$ cat config.mk
export PLATFORM = sky130hd
export DESIGN_NAME = alu_arbiter
export DESIGN_NICKNAME = d
export VERILOG_FILES = /design/src/rtl/alu_pkg.sv /design/src/rtl/alu.sv /design/src/rtl/alu_arbiter.sv
export SDC_FILE = /design/constraint.sdc
export NUM_CORES = 1
export LEC_CHECK = 0
export CORE_MARGIN = 4
export CORE_UTILIZATION = 52
export DETAILED_ROUTE_END_ITERATION = 12
export PLACE_DENSITY = 0.85
export SKIP_CTS_REPAIR_TIMING = 1
export SYNTH_ARGS = -nofsm -noshare
export SYNTH_HDL_FRONTEND = slang
export SYNTH_SLANG_ARGS = --single-unit
$ cat constraint.sdc
create_clock -name clk -period 3.7 [get_ports clk]
set_clock_uncertainty 0.05 [all_clocks]
set_input_delay 0.37 -clock clk [delete_from_list [all_inputs] [get_ports clk]]
set_output_delay 0.37 -clock clk [all_outputs]
set_load 0.03 [all_outputs]
$ cat src/rtl/alu_pkg.sv
// Shared definitions for the ALU and the two-requester ALU arbiter.
//   - ALU op codes (ADD/SUB/AND are the documented ones; OR/XOR are extras)
//   - 2-bit state encodings for the arbiter FSM and the matching enum type
package alu_pkg;

   localparam logic [2:0] OP_ADD = 3'b000;
   localparam logic [2:0] OP_SUB = 3'b001;
   localparam logic [2:0] OP_AND = 3'b010;
   localparam logic [2:0] OP_OR  = 3'b011;
   localparam logic [2:0] OP_XOR = 3'b100;

   localparam logic [1:0] ST_IDLE = 2'd0;
   localparam logic [1:0] ST_EXEC = 2'd1;
   localparam logic [1:0] ST_RESP = 2'd2;

   typedef enum logic [1:0] {
      S_IDLE = ST_IDLE,
      S_EXEC = ST_EXEC,
      S_RESP = ST_RESP
   } state_t;

endpackage

$ cat src/rtl/alu.sv
// Combinational ALU.
// Ports:
//   a, b    in  WIDTH  operands
//   op      in  3      operation (ADD, SUB, AND, OR, XOR; others give 0)
//   result  out WIDTH  operation result
//   zero    out 1      result is all zeros
//   carry   out 1      carry-out for ADD, borrow for SUB, 0 otherwise
module alu
   import alu_pkg::*;
#(
   parameter int WIDTH = 4
) (
   input  logic [WIDTH-1:0] a,
   input  logic [WIDTH-1:0] b,
   input  logic [2:0]       op,
   output logic [WIDTH-1:0] result,
   output logic             zero,
   output logic             carry
);

   logic [WIDTH:0] w_sum;
   logic [WIDTH:0] w_diff;

   assign w_sum  = {1'b0, a} + {1'b0, b};
   // MSB of the widened difference is set exactly when a < b (borrow)
   assign w_diff = {1'b0, a} - {1'b0, b};

   always_comb begin
      result = '0;
      carry  = 1'b0;
      case (op)
         OP_ADD:  {carry, result} = w_sum;
         OP_SUB:  {carry, result} = w_diff;
         OP_AND:  result = a & b;
         OP_OR:   result = a | b;
         OP_XOR:  result = a ^ b;
         default: ;
      endcase
   end

   assign zero = (result == '0);

endmodule

$ cat src/rtl/alu_arbiter.sv
// Round-robin arbiter sharing one ALU between two requesters.
// Each requester uses a valid/ready handshake; results come back on one
// registered response channel (rsp_valid/rsp_ready) tagged with rsp_id.
// Ports:
//   clk, rst                      clock, synchronous active-high reset
//   reqN_valid/ready/a/b/op       requester N (N = 0,1) handshake + operation
//   rsp_valid/ready               response handshake
//   rsp_id/result/zero/carry      registered response fields
//   busy                          FSM is not in IDLE
//
// state  | meaning
// -------+---------------------------------------------------------------
// IDLE   | waiting for a request; grants one and latches its operands
// EXEC   | ALU evaluates latched operands; response registers load
// RESP   | response presented; held until rsp_ready
module alu_arbiter
   import alu_pkg::*;
#(
   parameter int WIDTH = 4
) (
   input  logic             clk,
   input  logic             rst,
   input  logic             req0_valid,
   output logic             req0_ready,
   input  logic [WIDTH-1:0] req0_a,
   input  logic [WIDTH-1:0] req0_b,
   input  logic [2:0]       req0_op,
   input  logic             req1_valid,
   output logic             req1_ready,
   input  logic [WIDTH-1:0] req1_a,
   input  logic [WIDTH-1:0] req1_b,
   input  logic [2:0]       req1_op,
   output logic             rsp_valid,
   input  logic             rsp_ready,
   output logic             rsp_id,
   output logic [WIDTH-1:0] rsp_result,
   output logic             rsp_zero,
   output logic             rsp_carry,
   output logic             busy
);

   state_t           r_state;
   state_t           w_state_nxt;
   logic             r_last_grant;
   logic             r_cur_id;
   logic [WIDTH-1:0] r_a;
   logic [WIDTH-1:0] r_b;
   logic [2:0]       r_op;
   logic             r_rsp_id;
   logic [WIDTH-1:0] r_rsp_result;
   logic             r_rsp_zero;
   logic             r_rsp_carry;

   logic             w_any_valid;
   logic             w_grant_id;
   logic             w_accept;
   logic [WIDTH-1:0] w_alu_result;
   logic             w_alu_zero;
   logic             w_alu_carry;

   // Requester 1 wins if it is alone, or if both are valid and requester 0
   // had the previous grant.
   assign w_any_valid = req0_valid | req1_valid;
   assign w_grant_id  = req1_valid & (~req0_valid | ~r_last_grant);
   assign w_accept    = (r_state == S_IDLE) & w_any_valid & ~rst;

   always_comb begin
      w_state_nxt = r_state;
      req0_ready  = 1'b0;
      req1_ready  = 1'b0;
      case (r_state)
         S_IDLE: begin
            // Masked during reset: a request seen while rst is high is not
            // latched, so it must not look accepted to the requester.
            if (w_accept) begin
               req0_ready  = ~w_grant_id;
               req1_ready  = w_grant_id;
               w_state_nxt = S_EXEC;
            end
         end
         S_EXEC:  w_state_nxt = S_RESP;
         S_RESP: begin
            if (rsp_ready) w_state_nxt = S_IDLE;
         end
         default: w_state_nxt = S_IDLE;
      endcase
   end

   always_ff @(posedge clk) begin
      if (rst) begin
         r_state      <= S_IDLE;
         r_last_grant <= 1'b1;
         r_cur_id     <= 1'b0;
         r_a          <= '0;
         r_b          <= '0;
         r_op         <= '0;
         r_rsp_id     <= 1'b0;
         r_rsp_result <= '0;
         r_rsp_zero   <= 1'b0;
         r_rsp_carry  <= 1'b0;
      end else begin
         r_state <= w_state_nxt;
         if (w_accept) begin
            r_a          <= w_grant_id ? req1_a  : req0_a;
            r_b          <= w_grant_id ? req1_b  : req0_b;
            r_op         <= w_grant_id ? req1_op : req0_op;
            r_cur_id     <= w_grant_id;
            r_last_grant <= w_grant_id;
         end
         if (r_state == S_EXEC) begin
            r_rsp_id     <= r_cur_id;
            r_rsp_result <= w_alu_result;
            r_rsp_zero   <= w_alu_zero;
            r_rsp_carry  <= w_alu_carry;
         end
      end
   end

   // ALU sees only the latched operands, so requesters may change their
   // inputs as soon as they are accepted.
   alu #(
      .WIDTH (WIDTH)
   ) u_alu (
      .a      (r_a),
      .b      (r_b),
      .op     (r_op),
      .result (w_alu_result),
      .zero   (w_alu_zero),
      .carry  (w_alu_carry)
   );

   assign rsp_valid  = (r_state == S_RESP);
   assign busy       = (r_state != S_IDLE);
   assign rsp_id     = r_rsp_id;
   assign rsp_result = r_rsp_result;
   assign rsp_zero   = r_rsp_zero;
   assign rsp_carry  = r_rsp_carry;

endmodule
==> flow_summary.toml <==
[global_route]
grt_usage_pct = 20.1
grt_first_pass_wirelength_mm = 5.50
antenna_found_initial = 0
grt_overflow_total = 0
grt_pass1_vias = 1316
grt_max_degree = 24

[clocking]
insertion_delay_ns = 0.32
cts_sinks = 22
clkTransAtPathRegs_ns = 0.13
cts_max_level = 1
clockBufferDepth = 2
cts-root-buf = "clkbuf_4"
cts_tree = "yes"
cts_buffers = 3

[drt]
wl_mm = 3.35
drtIter0Drc = 33
drcViolationCount = 0
ant_nets = 0
first_pass_iters = 4
vias = 1335
vias_per_cell = 5.71
routedWlPerCell_um = 14.3

[logic_synthesis]
synth_area_um2 = 1430
netlist_instances = 170
yosysUniqueCellTypes = 36
synth_top_area_share_pct = 30.7
synth_seq_cells = 22
seq_area_frac_synth_pct = 30.7
post-synth-top-area-cell = "dfxtp_1"
synthTopCellsByArea = "dfxtp_1 31%, ha_1 10%, mux2i_1 9.8%"
syn_area_per_cell_um2 = 8.43
ys_warn_count = 0
syn_nets = 211

[final_layout]
multiInputGateArea_um2 = 883
final_common_cell = "clkdlybuf4s50_1"
final_cell_mix = "37 x clkdlybuf4s50_1, 28 x nor2_1, 22 x dfxtp_1"
final-seq-area_um2 = 440
nets = 246
num_antenna_cells = 0
drive_gt1_share_pct = 4.41
final_area_um2 = 1860
fillCellCount = 193
area_growth_pct = 29.4
stdcell_count = 234

[sta]
rsz0062_at_grt = "false"
setup_violations = 0
worst_slew_pin_slew_ns = 0.832
finalSetupTns_ns = 0
max-slew-margin-rel_pct = 44.4
max_freq_ghz = 0.385
min_period_ns = 2.60
finalMaxSlewViolations = 0
finalCritPeriodShare_pct = 70.2
hold_viol = 0
holdWs_ns = 0.454

[setup_path]
path_class = "register to primary output"
critPathMaxFanout = 4
end_kind = "primary output"
cp.arrival_ns = 2.18
required_ns = 3.28
start_kind = "register"

[placement]
dpl.cell_count = 230
dp_hpwl_mm = 2.60
dpl-instance-area_um2 = 1800
port-buffer-count = 37
finalWeightedCongestion = 0.843

[die]
die-width_um = 60.5
die-height_um = 60.5
fp-row-count = 18
core_um2 = 2540
start_util_pct = 56.3
io_pins = 38
die_area_um2 = 3660

[pwr]
powerDensity_nw_per_um2 = 402
leakagePower_nw = 0.749
vdd_ir_drop_max_mv = 0.384

[hold_path]
hold_class = "register to register"

[status]
status = "finished, final reports clean"

[job]
drv_cap = 0
-- report_power, final --
group / internal [mW] / switching [mW] / leakage (nW)
combinational: 0.124 / 0.140 / 0.540
clock: 0.110 / 0.0783 / 0.0279
sequential: 0.263 / 0.0314 / 0.182
-- flip-flops by register name (all words and copies together), names as in the netlist --
signal	flops
r_a	4
r_b	4
r_cur_id	1
r_last_grant	1
r_op	3
r_state	2
rsp_carry	1
rsp_id	1
rsp_result	4
rsp_zero	1
-- synthesized netlist by cell type --
cell      number
nand2_1        4
nand3b_1       3
a41o_1         1
a32oi_1        1
o21ai_0        3
buf_6          1
o211ai_1       1
nand3_1        2
nor2_1        28
buf_2          4
or2_2          1
nor4bb_1       1
fa_1           2
mux2i_1       14
a211oi_1      13
nand2b_1       5
nor3_1         2
a211o_1        1
nor2_2         1
a21boi_2       1
clkbuf_1       2
o41ai_1        1
nor3b_1        1
o31ai_1        2
a31oi_1        2
or2_1          1
ha_1          12
or4_1          1
dfxtp_1       22
nor2b_1        9
inv_1         15
and2_1         1
a311oi_1       1
nor4b_1        1
buf_4          2
a21oi_1        8
-- routing by layer --
layer  up-vias  GRT usage (%)  routed length, um
met4         0           9.29                 87
met2        44           38.0               1760
met1       625           21.6               1340
li1        655              -                  -
met5         -              0                  0
met3        11           3.62                155
-- worst max-delay path: stages, from the launching register on --
cell             delay (ns)
dfxtp_1                0.34
or2_1                  0.27
or2_2                  0.34
nor2_1                 0.11
and2_1                 0.14
clkdlybuf4s50_1        0.66
-- path summary, 6_finish.rpt --
path         depth (start not counted)  slack (ns)                    endpoint               startpoint
max                                  5        1.10                  req1_ready  r_state[1]$_SDFFE_PP0P_
max reg2reg                          7        1.59  rsp_result[3]$_SDFFE_PP0N_      r_a[1]$_SDFFE_PP0P_
min                                  2        0.45       r_cur_id$_SDFFE_PP0P_    r_cur_id$_SDFFE_PP0P_
min reg2reg                          2        0.45       r_cur_id$_SDFFE_PP0P_    r_cur_id$_SDFFE_PP0P_
-- kinds of logic (layout without fill, tap and decap cells) --
group / count (synthesis) / after routing / share of synthesized area, %
flip-flops: 22 / 22 / 30.7
adder cells (fa/ha/maj): 14 / 14 / 13.3
buffers and inverters: 24 / 58 / 7.68
AO/OA/AOI/OAI: 35 / 35 / 17.0
AND/OR/NAND/NOR: 61 / 61 / 21.6
multiplexers: 14 / 14 / 9.77
-- through the flow --
step | util (%) | worst slack [ns] | total power, mW
after floorplan | - | 1.55 | 0.476
after global placement | 70.8 | 1.16 | 0.544
after detailed placement | 70.8 | 1.11 | 0.560
after CTS | 72.9 | 1.09 | 0.746
after global routing | 72.9 | 0.965 | 0.790
final | 72.9 | 1.10 | 0.747
-- cell type report --
class,instances,area share (%)
tap,30,2.02
timing repair buffer,39,20.8
clock buffer,3,1.21
sequential,22,23.7
multi-input combinational,124,47.6
clock inverter,1,1.62
inverter,15,3.03
No activity file was read; power rests on OpenSTA's default activity.
